===== config.mk =====
export PLATFORM = sky130hd
export DESIGN_NAME = alu_share_ctrl
export DESIGN_NICKNAME = d
export VERILOG_FILES = /design/src/rtl/alu_share_pkg.sv /design/src/rtl/rr_arbiter.sv /design/src/rtl/alu_share_ctrl.sv
export SDC_FILE = /design/constraint.sdc
export NUM_CORES = 1
export LEC_CHECK = 0
export CAP_MARGIN = 5
export CORE_ASPECT_RATIO = 0.75
export CORE_MARGIN = 2
export CORE_UTILIZATION = 45
export DETAILED_ROUTE_END_ITERATION = 6
export GPL_TIMING_DRIVEN = 1
export HOLD_SLACK_MARGIN = 0.12
export PLACE_DENSITY = 0.74
export SETUP_SLACK_MARGIN = 0.05
export SLEW_MARGIN = 20
export SYNTH_ARGS = -nofsm -noshare
export SYNTH_HDL_FRONTEND = slang
export SYNTH_SLANG_ARGS = --single-unit

===== constraint.sdc =====
create_clock -name clk -period 13.65 [get_ports clk]
set_clock_uncertainty 0.1 [all_clocks]
set_input_delay 2.73 -clock clk [delete_from_list [all_inputs] [get_ports clk]]
set_output_delay 2.73 -clock clk [all_outputs]
set_load 0.01 [all_outputs]

===== src/rtl/alu_share_pkg.sv =====
// rtl/alu_share_pkg.sv - opcodes and FSM state type for the shared ALU controller
package alu_share_pkg;

   localparam logic [2:0] OP_PASSA = 3'b000;
   localparam logic [2:0] OP_ADD   = 3'b001;
   localparam logic [2:0] OP_SUB   = 3'b010;
   localparam logic [2:0] OP_AND   = 3'b011;
   localparam logic [2:0] OP_OR    = 3'b100;
   localparam logic [2:0] OP_INC   = 3'b101;
   localparam logic [2:0] OP_DEC   = 3'b110;
   localparam logic [2:0] OP_PASSB = 3'b111;

   typedef enum logic [1:0] {
      IDLE = 2'd0,
      EXEC = 2'd1,
      RESP = 2'd2
   } state_t;

endpackage


===== src/rtl/rr_arbiter.sv =====
// rtl/rr_arbiter.sv - round-robin grant search starting at a caller-held pointer
module rr_arbiter #(
   parameter int NUM_REQ = 2,
   parameter int IDX_W   = 2
) (
   input  logic [NUM_REQ-1:0] req,
   input  logic [IDX_W-1:0]   ptr,
   input  logic               advance,
   output logic [NUM_REQ-1:0] grant,
   output logic [IDX_W-1:0]   grant_idx,
   output logic [IDX_W-1:0]   next_ptr
);

   logic found;

   // Candidate order is ptr, ptr+1, ... with wrap; the first valid one wins.
   always_comb begin
      grant     = '0;
      grant_idx = '0;
      found     = 1'b0;
      for (int k = 0; k < NUM_REQ; k++) begin
         for (int j = 0; j < NUM_REQ; j++) begin
            if (!found && req[j] && (j == (int'(ptr) + k) % NUM_REQ)) begin
               found     = 1'b1;
               grant_idx = IDX_W'(j);
               grant[j]  = advance;
            end
         end
      end
      next_ptr = (int'(grant_idx) == NUM_REQ - 1) ? '0 : grant_idx + IDX_W'(1);
   end

endmodule


===== src/rtl/alu_share_ctrl.sv =====
// rtl/alu_share_ctrl.sv - one ALU shared by NUM_REQ requesters, one op in flight
// Optional zero/carry result flags when ALU_SHARE_FLAGS_EN is defined.
module alu_share_ctrl
   import alu_share_pkg::*;
#(
   parameter int NUM_REQ = 2,
   parameter int WIDTH   = 32,
   parameter int ID_W    = 2
) (
   input  logic                     clk,
   input  logic                     rst,
   input  logic [NUM_REQ-1:0]       req_valid,
   output logic [NUM_REQ-1:0]       req_ready,
   input  logic [3*NUM_REQ-1:0]     req_op,
   input  logic [WIDTH*NUM_REQ-1:0] req_a,
   input  logic [WIDTH*NUM_REQ-1:0] req_b,
   output logic                     rsp_valid,
   input  logic                     rsp_ready,
   output logic [WIDTH-1:0]         rsp_data,
   output logic [ID_W-1:0]          rsp_id
`ifdef ALU_SHARE_FLAGS_EN
   ,
   output logic                     rsp_zero,
   output logic                     rsp_carry
`endif
);

   localparam logic [WIDTH:0] ONE = 1;

   state_t                 state, state_nxt;
   logic [ID_W-1:0]        ptr, grant_idx, next_ptr;
   logic [NUM_REQ-1:0]     grant;
   logic                   accept;
   logic [2:0]             sel_op, op_q;
   logic [WIDTH-1:0]       sel_a, sel_b, a_q, b_q;
   logic [ID_W-1:0]        id_q;
   logic [WIDTH:0]         alu_res;

   rr_arbiter #(
      .NUM_REQ (NUM_REQ),
      .IDX_W   (ID_W)
   ) u_arb (
      .req       (req_valid),
      .ptr       (ptr),
      .advance   (state == IDLE),
      .grant     (grant),
      .grant_idx (grant_idx),
      .next_ptr  (next_ptr)
   );

   assign req_ready = grant;
   assign accept    = |grant;
   assign rsp_valid = (state == RESP);

   always_comb begin
      sel_op = '0;
      sel_a  = '0;
      sel_b  = '0;
      for (int j = 0; j < NUM_REQ; j++) begin
         if (int'(grant_idx) == j) begin
            sel_op = req_op[3*j +: 3];
            sel_a  = req_a[WIDTH*j +: WIDTH];
            sel_b  = req_b[WIDTH*j +: WIDTH];
         end
      end
   end

   always_comb begin
      state_nxt = state;
      case (state)
         IDLE:    if (|req_valid) state_nxt = EXEC;
         EXEC:    state_nxt = RESP;
         RESP:    if (rsp_ready) state_nxt = IDLE;
         default: state_nxt = IDLE;
      endcase
   end

   // Operands are zero-extended so the top bit is carry-out or borrow.
   always_comb begin
      alu_res = '0;
      case (op_q)
         OP_PASSA: alu_res = {1'b0, a_q};
         OP_ADD:   alu_res = {1'b0, a_q} + {1'b0, b_q};
         OP_SUB:   alu_res = {1'b0, a_q} - {1'b0, b_q};
         OP_AND:   alu_res = {1'b0, a_q & b_q};
         OP_OR:    alu_res = {1'b0, a_q | b_q};
         OP_INC:   alu_res = {1'b0, a_q} + ONE;
         OP_DEC:   alu_res = {1'b0, a_q} - ONE;
         OP_PASSB: alu_res = {1'b0, b_q};
         default:  alu_res = '0;
      endcase
   end

   always_ff @(posedge clk) begin
      if (rst) begin
         state    <= IDLE;
         ptr      <= '0;
         op_q     <= '0;
         a_q      <= '0;
         b_q      <= '0;
         id_q     <= '0;
         rsp_data <= '0;
         rsp_id   <= '0;
`ifdef ALU_SHARE_FLAGS_EN
         rsp_zero  <= 1'b0;
         rsp_carry <= 1'b0;
`endif
      end else begin
         state <= state_nxt;
         if (accept) begin
            ptr  <= next_ptr;
            op_q <= sel_op;
            a_q  <= sel_a;
            b_q  <= sel_b;
            id_q <= grant_idx;
         end
         if (state == EXEC) begin
            rsp_data <= alu_res[WIDTH-1:0];
            rsp_id   <= id_q;
`ifdef ALU_SHARE_FLAGS_EN
            rsp_zero  <= (alu_res[WIDTH-1:0] == '0);
            rsp_carry <= alu_res[WIDTH];
`endif
         end
      end
   end

`ifndef ALU_SHARE_FLAGS_EN
   logic unused_carry;
   assign unused_carry = alu_res[WIDTH];
`endif

endmodule


==> metrics.yaml, run 1 <==
io_buffers: 174
worstSkewPairLatency_ns: 0.35
num_vias: 7660
route.met2.wl_mm: 9.77
antenna_cells: 0
synth_cell_types: 67
dr.pass1.iters: 7
switching_share_pct: 37.4
p_switching_uw: 425
yosys-top-cells-area: "dfxtp_1 (29%), a222oi_1 (9.6%), nor2_1 (7.7%)"
cp_slowest_stage_delay_ns: 0.67
syn2layout_area_growth_pct: 29.7
pin_count: 176
crit_path_start_kind: "input port"
cp.arrival_ns: 4.80
yosysWarnings: 0
htree_levels: 3
yosysMostFrequentCell: "nor2_1"
cts_setup_buffers: 0
initial_utilization_pct: 46.4
cpMostUsedCell: "clkdlybuf4s50_1"
p_leak_nw: 3.43
met1_length_mm: 11.1
synth-edff-count: 0
rsz0062_at_grt: "false"
p_int_uw: 710
synth_top_area_cell: "dfxtp_1"
ys_seq_area_share_pct: 29.3
dp.final_hpwl_mm: 16.3
synth_nets: 1071
p_clk_share_pct: 25.3
row_count: 39
routed.top_layer: "met4"
cp_cell_sequence: "clkdlybuf4s50_1 > and3_2 > buf_4 > clkdlybuf4s50_1"
seqCellArea_sq_mm: 0.00208
worst_pin_slew_ns: 1.05
finalPower_mw: 1.13
violations: "design-rule violations"
synth-async-reset-ratio_pct: 0
remaining_drc_errors: 4
cts_resized: 0
path_delay_family: "buffers and inverters"
cp.required_ns: 10.82
comb_power_share_pct: 41.8
synth_commonest_cells: "nor2_1 (146), dfxtp_1 (104), clkbuf_1 (75)"
wl_per_cell_microns: 19.1
setup_slack_ns: 6.02
cp-end-kind: "primary output"
die_area_sq_mm: 0.0168
grt_first_pass_wirelength_mm: 37.1
cts_tree: "yes"
wirelength_mm: 23.3
hold_violations: 0
drv_slew: 0
cts_buffer_depth: 2
grt_start_max_net_pins: 97
core-area_sq_mm: 0.0153
gp_congestion: 0.931
place_ws_ns: 6.04
grt_remaining_overflow: 0
viasPerCell: 6.26
nNetsFinal: 1186
hold_path_class: "flip-flop to flip-flop"
synthCells: 899
holdBufCountCts: 0
cts_buffers: 9
critPathBufInv: 3
status: "complete, but fails checks"
path_max_fanout: 69
final-setup-viol-count: 0
min_period_over_period_pct: 55.9
cts_num_sinks: 104
slew_headroom_pct: 29.8
cap_violations: 0
die_h_microns: 113
powerDensity_mw_per_mm2: 123
n_fill_cell: 1451
antenna_found_initial: 0
syn-cell-area_sq_mm: 0.00711
cts.clk_slew.worst_paths_ns: 0.07
syn_area_per_cell_sq_um: 7.91
cts-root-buf: "clkbuf_16"
synth_seq_cells: 104
fmax_mhz: 131
synth_top_area_share_pct: 29.3
cpMaxStageDelayCell: "clkdlybuf4s50_1"
multi_input_area_sq_mm: 0.00467
fin_crit_ns: 7.63
grt_pass1_vias: 6959
power_frac_seq_pct: 32.9
fin_tns_setup_ns: 0
path_class: "input port to primary output"
die-width_microns: 149
final_antenna_net_count: 0
grt_use_total_pct: 27.3
drt_iter0_drc: 1120
wl_met3_mm: 2.21
synth-main-ff-cell: "dfxtp_1"
drive_gt1_share_pct: 5.59
vdd_drop_max_mv: 0.0833
worst min-delay path, stage by stage (launching register included):
cell,delay (ns)
dfxtp_1,0.31
nand2_1,0.05
a21oi_1,0.05
registers in the layout (all words and copies together) (netlist names):
signal	cells
a_q	32
b_q	32
id_q	1
op_q	3
ptr	1
rsp_data	32
rsp_id	1
state	2
power groups by stage:
stage	sequential, mW	clock, mW	combinational (mW)
6_report	0.373	0.287	0.474
5_1_grt	0.377	0.305	0.521
4_1_cts	0.372	0.291	0.467
3_5_place_dp	0.379	0	0.463
3_3_place_gp	0.378	0	0.461
2_1_floorplan	0.362	0	0.336
kinds of logic (layout without fill, tap and decap cells):
kind of cell / count (synthesis) / count (layout) / share of synthesized area (%)
muxes: 5 / 5 / 0.704
DFF: 104 / 104 / 29.3
AOI/OAI and AO/OA: 299 / 299 / 31.5
adders and majority gates: 33 / 33 / 5.92
and+or+nand+nor: 304 / 304 / 20.1
xor gates and xnor gates: 56 / 56 / 6.90
buffers and inverters: 97 / 217 / 5.46
other: 1 / 1 / 0.0528
metrics by stage:
stage / instance area, sq um / hold slack [ns] / std cells / utilization (%)
CTS: 9220 / 0.357 / 1224 / 60.2
global placement: 8890 / 0.343 / 1208 / 58.0
global route: 9220 / 0.373 / 1224 / 60.2
finish: 9220 / 0.353 / 1224 / 60.2
detailed placement: 8890 / 0.348 / 1208 / 58.0
floorplan: 7110 / 0.332 / 899 / -
cells in the final DEF, fill, tap and decap left out, types with 3 or more instances in the layout:
cell type        netlist  routed
xnor2_1               38      38
nand2b_1              14      14
inv_1                 14      14
a221oi_2               7       7
nor3_1                23      23
a211o_1                3       3
inv_6                  0       3
dfxtp_1              104     104
clkdlybuf4s50_1        0     173
nand3_1                7       7
and3_1                 4       3
o21ai_0               51      51
nor2_1               146     145
a211oi_1              10      10
nor2b_1                6       6
a21o_1                10      10
o22ai_1               11      11
o21a_1                 3       3
ha_1                  32      32
and2_1                 3       3
nor4_1                 4       4
a21oi_1               65      64
o211ai_1               6       6
xor2_1                18      18
nand2_1               64      64
clkbuf_16              0       9
a222oi_1              68      68
or3_1                  8       8
a221o_1                9       9
a31oi_1                5       5
a221oi_1              25      25
o221ai_1               6       6
mux2i_1                5       5
nor3_2                 4       4
buf_4                  2      13
layout make-up:
type	instances	share of cell area, %
Clock buffer	9	2.44
Clock inverter	7	1.09
Inverter	14	0.570
Multi-Input combinational cell	698	50.6
Sequential cell	104	22.6
Tap cell	205	2.78
Timing Repair Buffer	187	19.9
metal layers:
layer,track usage [%],vias to the layer above
li1,-,3644
met1,40.4,3624
met2,41.4,371
met3,5.44,21
met4,5.21,0
met5,0,-
path summary, 6_finish.rpt:
check	start	end	slack [ns]	cells after the start
max	req_valid[0]	req_ready[0]	6.02	4
min	rsp_data[15]	rsp_data[15]	0.35	2
max reg2reg	op_q[1]	rsp_data[30]	8.16	13
min reg2reg	rsp_data[15]	rsp_data[15]	0.35	2
Note: power is estimated with default switching activity, not from simulation.
==> inputs of run 2 (changes only) <==
--- a/config.mk
+++ b/config.mk
@@ -12,7 +12,7 @@
 export DETAILED_ROUTE_END_ITERATION = 6
 export GPL_TIMING_DRIVEN = 1
 export HOLD_SLACK_MARGIN = 0.12
-export PLACE_DENSITY = 0.74
+export PLACE_DENSITY = 0.77
 export SETUP_SLACK_MARGIN = 0.05
 export SLEW_MARGIN = 20
 export SYNTH_ARGS = -nofsm -noshare
==> constraint.sdc (replaced) <==
create_clock -name clk -period 6.3 [get_ports clk]
set_clock_uncertainty 0.1 [all_clocks]
set_input_delay 1.26 -clock clk [delete_from_list [all_inputs] [get_ports clk]]
set_output_delay 1.26 -clock clk [all_outputs]
set_load 0.01 [all_outputs]
==> run 2 against run 1 <==
Effect of this change: highest routed layer unchanged; critical path type is now flip-flop to flip-flop; the run still ends with design-rule violations left; global-route usage increased by 1.4 points; cell area decreased by 0.31%; non-clock buffer count is 1 lower; first-iteration DRC count is 0.71% lower; utilization shrank 0.19 points.
==> metrics.yaml, run 2 (same netlist as run 1, synthesis figures left out) <==
cp.arrival_ns: 4.94  # +0.14 ns
whs_path_depth: 2  # unchanged
io_buffers: 174  # unchanged
gp_congestion: 0.968  # +4.0%
cpMaxStageDelayCell: "or4_4"
num_vias: 7664  # +0.052%
path_class: "flip-flop to flip-flop"
powerDensity_mw_per_mm2: 265  # +120%
hold_violations: 0  # unchanged
htree_levels: 3  # unchanged
slew_headroom_pct: 31.6  # +1.9 points
worst_pin_slew_ns: 1.02  # -0.0253 ns
cts-root-buf: "clkbuf_16"
drt_iter0_drc: 1112  # -0.71%
fin_area_sq_mm: 0.00919  # -0.31%
cts_num_sinks: 104  # unchanged
min_period_over_period_pct: 76.3
die_h_microns: 113  # unchanged
viasPerCell: 6.27  # +0.13%
row_count: 39  # unchanged
grt_pass1_vias: 6991  # +0.46%
cts_resized: 0  # unchanged
cp_cell_sequence: "or4_4 > nor4_4 > nand3_2 > or3_4 > nand2b_4 > nor2_1 > xnor2_1 > a221oi_2 > ha_1 > a21oi_1 > nand2_1 > a221o_1 > nor2b_1 > a2111oi_0 > o31ai_1 > xnor2_1 > o22ai_1"
dp.final_hpwl_mm: 17.3  # +6.4%
initial_utilization_pct: 46.4  # unchanged
setup_slack_ns: 1.49  # -4.53 ns
cts_setup_buffers: 0  # unchanged
violations: "design-rule violations"
final-setup-viol-count: 0  # unchanged
remaining_drc_errors: 4  # unchanged
finalPower_mw: 2.44  # +120%
dpl-instance-area_sq_mm: 0.00889  # about the same
drv_slew: 0  # unchanged
final_antenna_net_count: 0  # unchanged
cts_buffer_depth: 2  # unchanged
cp-end-kind: "flip-flop"
min_to: "rsp_id[0]"
grt_remaining_overflow: 0  # unchanged
pin_count: 176  # unchanged
cts_tree: "yes"
antenna_found_initial: 0  # unchanged
cpMostUsedCell: "xnor2_1"
largest_registers: "a_q x32, b_q x32, rsp_data x32"
cp.required_ns: 6.43  # -4.39 ns
wirelength_mm: 24.3  # +4.3%
hp-start: "rsp_id[0]"
final_core_util_pct: 60.0  # -0.19 points
r2r_end: "rsp_data[30]"
worstSkewPairLatency_ns: 0.35  # about the same
rsz0062_at_grt: "false"
nNetsFinal: 1185  # -0.084%
wl_per_cell_microns: 19.9  # +4.4%
final_common_cell: "clkdlybuf4s50_1"
worst_r2r_path_depth: 17  # +4
grt_start_max_net_pins: 79  # -19%
cts.clk_slew.worst_paths_ns: 0.07  # about the same
crit_path_start_kind: "flip-flop"
ff2ff_setup_slack_ns: 1.49  # -6.67 ns
core-area_sq_mm: 0.0153  # unchanged
grt_use_total_pct: 28.7  # +1.4 points
holdBufCountCts: 0  # unchanged
p_leak_nw: 3.42  # -0.44%
fin_crit_ns: 4.81
antenna_cells: 0  # unchanged
cap_violations: 0  # unchanged
cp_slowest_stage_delay_ns: 0.61  # -0.06 ns
syn2layout_area_growth_pct: 29.3
drive_gt1_share_pct: 5.50  # -0.093 points
dr.pass1.iters: 7  # unchanged
cts_buffers: 9  # unchanged
die_area_sq_mm: 0.0168  # unchanged
hold_path_class: "flip-flop to flip-flop"
place_ws_ns: 1.53  # -4.51 ns
fmax_mhz: 208
r2r-start: "b_q[5]"
fin_tns_setup_ns: 0  # unchanged
path_max_fanout: 8  # -88%
status: "complete, but fails checks"
grt_first_pass_wirelength_mm: 38.4  # +3.6%
die-width_microns: 149  # unchanged
vdd_drop_max_mv: 0.146  # +75%
final_cell_mix: "clkdlybuf4s50_1 (173), nor2_1 (144), dfxtp_1 (104)"
[run 2: metrics by stage]
| step | std cells | hold WS (ns) |
|---|---|---|
| 3_3_place_gp | 1207 | 0.344 |
| 4_1_cts | 1223 | 0.359 |
| 2_1_floorplan | 899 | 0.332 |
| 6_report | 1223 | 0.358 |
| 5_1_grt | 1223 | 0.387 |
| 3_5_place_dp | 1207 | 0.346 |
[run 2: how the worst max path moves through the flow]
stage / slack, ns / from / to
global route: 1.20 / b_q[5] / rsp_data[30]
CTS: 1.52 / b_q[5] / rsp_data[30]
finish: 1.49 / b_q[5] / rsp_data[30]
detailed placement: 1.53 / b_q[5] / rsp_data[30]
global placement: 1.63 / b_q[5] / rsp_data[30]
floorplan: 1.99 / b_q[5] / rsp_data[30]
[run 2: worst max-delay path: cells and delay by family, from the launching register on]
| kind | cells | cell delay, ns |
|---|---|---|
| AND/OR/NAND/NOR | 8 | 1.96 |
| flip-flops | 1 | 0.40 |
| XOR/XNOR | 2 | 0.28 |
| AO/OA/AOI/OAI | 6 | 1.61 |
| adder cells (fa/ha/maj) | 1 | 0.32 |
[run 2: power breakdown]
part           internal (mW)  switching (mW)
clock                  0.323           0.263
sequential             0.718          0.0948
combinational          0.468           0.572
[run 2: layer usage]
layer | routed length (microns) | vias up | part of all wire, % | GRT usage [%]
li1 | - | 3642 | - | -
met1 | 11200 | 3556 | 46 | 42.9
met2 | 9860 | 437 | 41 | 40.8
met3 | 2980 | 29 | 12 | 8.06
met4 | 322 | 0 | 1.3 | 6.29
met5 | 0 | - | 0 | 0
[run 2: area by class of cell]
| class | count | area (sq um) |
|---|---|---|
| multi-input combinational | 698 | 4670 |
| clock buffer | 11 | 243 |
| timing repair buffer | 186 | 1830 |
| clock inverter | 5 | 61.3 |
| fill | 1380 | 6130 |
| inverter | 14 | 52.6 |
| sequential | 104 | 2080 |
| tap | 205 | 256 |
==> inputs of run 3 (changes only) <==
==> constraint.sdc (replaced) <==
create_clock -name clk -period 4.31 [get_ports clk]
set_clock_uncertainty 0.1 [all_clocks]
set_input_delay 0.862 -clock clk [delete_from_list [all_inputs] [get_ports clk]]
set_output_delay 0.862 -clock clk [all_outputs]
set_load 0.01 [all_outputs]
==> run 3 against run 2 <==
Effect of this change: the run ends with negative setup slack left; non-clock buffer count grew 69; highest routed layer unchanged; global-route usage increased by 1.3 points; critical endpoint is now rsp_data[29]; sequential cell count unchanged; first-iteration DRC count decreased by 9.9%; power is 54% higher; fmax grew 10%; sequential share of layout area is 1.5 points lower; cell count is 5.6% higher; clock power grew 38%; register-to-register slack got worse by 1.6 ns.
==> metrics.yaml, run 3 (same netlist as run 1, synthesis figures left out) <==
hold_violations: 0  # unchanged
initial_utilization_pct: 46.4  # unchanged
grt_start_max_net_pins: 69  # -13%
hold_path_class: "flip-flop to flip-flop"
timing.hold.ws_ns: 0.354  # -0.00320 ns
place_ws_ns: -0.128  # -1.66 ns
cp.required_ns: 4.43  # -2.00 ns
final_cell_count_no_fill: 1292  # +5.6%
grt_pass1_vias: 7622  # +9.0%
final_antenna_net_count: 0  # unchanged
drt_iter0_drc: 1002  # -9.9%
drv_slew: 0  # unchanged
cap_violations: 0  # unchanged
fin_tns_setup_ns: -0.111  # -0.111 ns
final_cell_mix: "clkdlybuf4s50_1 (173), nor2_1 (141), dfxtp_1 (103)"
cts_num_sinks: 104  # unchanged
cp-end-kind: "flip-flop"
largest_registers: "a_q x32, b_q x32, rsp_data x32"
cts-root-buf: "clkbuf_16"
status: "complete, but fails checks"
grt_use_total_pct: 30.0  # +1.3 points
final_common_cell: "clkdlybuf4s50_1"
dp.final_hpwl_mm: 18.4  # +6.0%
syn2layout_area_growth_pct: 38.5
path_class: "flip-flop to flip-flop"
final-setup-viol-count: 2  # +2
pin_count: 176  # unchanged
worst_r2r_path_depth: 19  # +2
cp_slowest_stage_delay_ns: 0.56  # -0.05 ns
htree_levels: 3  # unchanged
dr.pass1.iters: 7  # unchanged
cpMaxStageDelayCell: "or4_4"
gp_congestion: 0.993  # +2.6%
io_buffers: 174  # unchanged
slew_headroom_pct: 31.6  # about the same
endpoint: "rsp_data[29]"
final_core_util_pct: 64.3  # +4.3 points
cp.arrival_ns: 4.49  # -0.45 ns
worst_pin_slew_ns: 1.02  # -0.00278 ns
worstSetupStartpoint: "b_q[7]"
crit_path_start_kind: "flip-flop"
rsz0062_at_grt: "true"
cp_cell_sequence: "or4_4 > nor4_4 > buf_4 > nand3_4 > or3_4 > nand2b_4 > buf_6 > nor4_4 > xnor2_1 > a221oi_2 > ha_1 > a21o_1 > a211oi_4 > buf_4 > and3_4 > a21oi_2 > a211oi_2 > xor2_1 > o22ai_1"
die-width_microns: 149  # unchanged
violations: "negative setup slack"
r2r_end: "rsp_data[29]"
p_leak_nw: 3.77  # +10%
path_max_fanout: 3  # -5
die_area_sq_mm: 0.0168  # unchanged
min_period_over_period_pct: 101  # +25 points
num_vias: 8166  # +6.6%
die_h_microns: 113  # unchanged
row_count: 39  # unchanged
cts.clk_slew.worst_paths_ns: 0.07  # about the same
fmax_mhz: 229  # +10%
antenna_found_initial: 0  # unchanged
dpl-instance-area_sq_mm: 0.00933  # +5.0%
grt_remaining_overflow: 0  # unchanged
core-area_sq_mm: 0.0153  # unchanged
vdd_drop_max_mv: 0.239  # +64%
r2r-start: "b_q[7]"
wl_per_cell_microns: 20.0  # +0.32%
drive_gt1_share_pct: 13.9  # +8.4 points
cts_buffer_depth: 2  # unchanged
setup_slack_ns: -0.0606  # -1.55 ns
ff2ff_setup_slack_ns: -0.06  # -1.55 ns
antenna_cells: 0  # unchanged
cts_buffers: 9  # unchanged
fin_crit_ns: 4.37  # -0.439 ns
holdBufCountCts: 0  # unchanged
dp_cells: 1264  # +4.7%
remaining_drc_errors: 0  # -4
powerDensity_mw_per_mm2: 380  # +43%
worstSkewPairLatency_ns: 0.36  # about the same
cts_tree: "yes"
viasPerCell: 6.32  # +0.86%
finalPower_mw: 3.75  # +54%
nNetsFinal: 1254  # +5.8%
grt_first_pass_wirelength_mm: 40.6  # +5.6%
fin_area_sq_mm: 0.00985  # +7.1%
wirelength_mm: 25.8  # +6.0%
run 3: cell count changes in the layout (fill, tap and decap cells not counted), moves of 3 or more:
cell / before / now
buf_4: 13 / 78
a21oi_2: 0 / 5
nor2_1: 144 / 141
a21oi_1: 64 / 59
o21ai_1: 0 / 6
o21ai_0: 51 / 44
a211oi_1: 10 / 7
nor2_4: 0 / 3
run 3: what timing repair did:
action,in CTS,in global routing
pin swaps,21,7
resized for setup,17,26
buffers inserted,9,3
endpoints found under the setup margin,5,14
run 3: power breakdown:
part	internal [mW]	switching [mW]
sequential	1.05	0.115
combinational	0.832	0.943
clock	0.402	0.404
total	2.28	1.46
run 3: worst min path at each step:
stage | start | to | slack (ns) | depth (start not counted)
final | id_q[0] | rsp_id[0] | 0.35 | 2
after global routing | id_q[0] | rsp_id[0] | 0.37 | 2
after CTS | rsp_id[0] | rsp_id[0] | 0.36 | 2
after detailed placement | rsp_id[0] | rsp_id[0] | 0.35 | 2
after global placement | id_q[0] | rsp_id[0] | 0.34 | 2
after floorplan | id_q[0] | rsp_id[0] | 0.33 | 2
run 3: layout make-up:
cell class | count | area (sq um)
clock buffer | 10 | 229
clock inverter | 6 | 51.3
fill | 1363 | 5480
inverter | 14 | 52.6
multi-input combinational | 698 | 4810
sequential | 104 | 2080
tap | 205 | 256
timing repair buffer | 255 | 2360
run 3: metal layers:
layer / global-route usage [%] / vias up / share of wire, %
li1: - / 3781 / -
met3: 6.81 / 65 / 11
met4: 9.97 / 0 / 2.7
met2: 44.2 / 461 / 42
met5: 0 / - / 0
met1: 43.2 / 3859 / 45
run 3: worst max-delay path: cells and delay by family, from the launching register on:
| kind | cells | cell delay [ns] |
|---|---|---|
| AOI/OAI and AO/OA | 6 | 1.01 |
| and+or+nand+nor | 7 | 1.68 |
| buffers and inverters | 3 | 0.51 |
| adders and majority gates | 1 | 0.31 |
| xor gates and xnor gates | 2 | 0.29 |
| DFF | 1 | 0.32 |
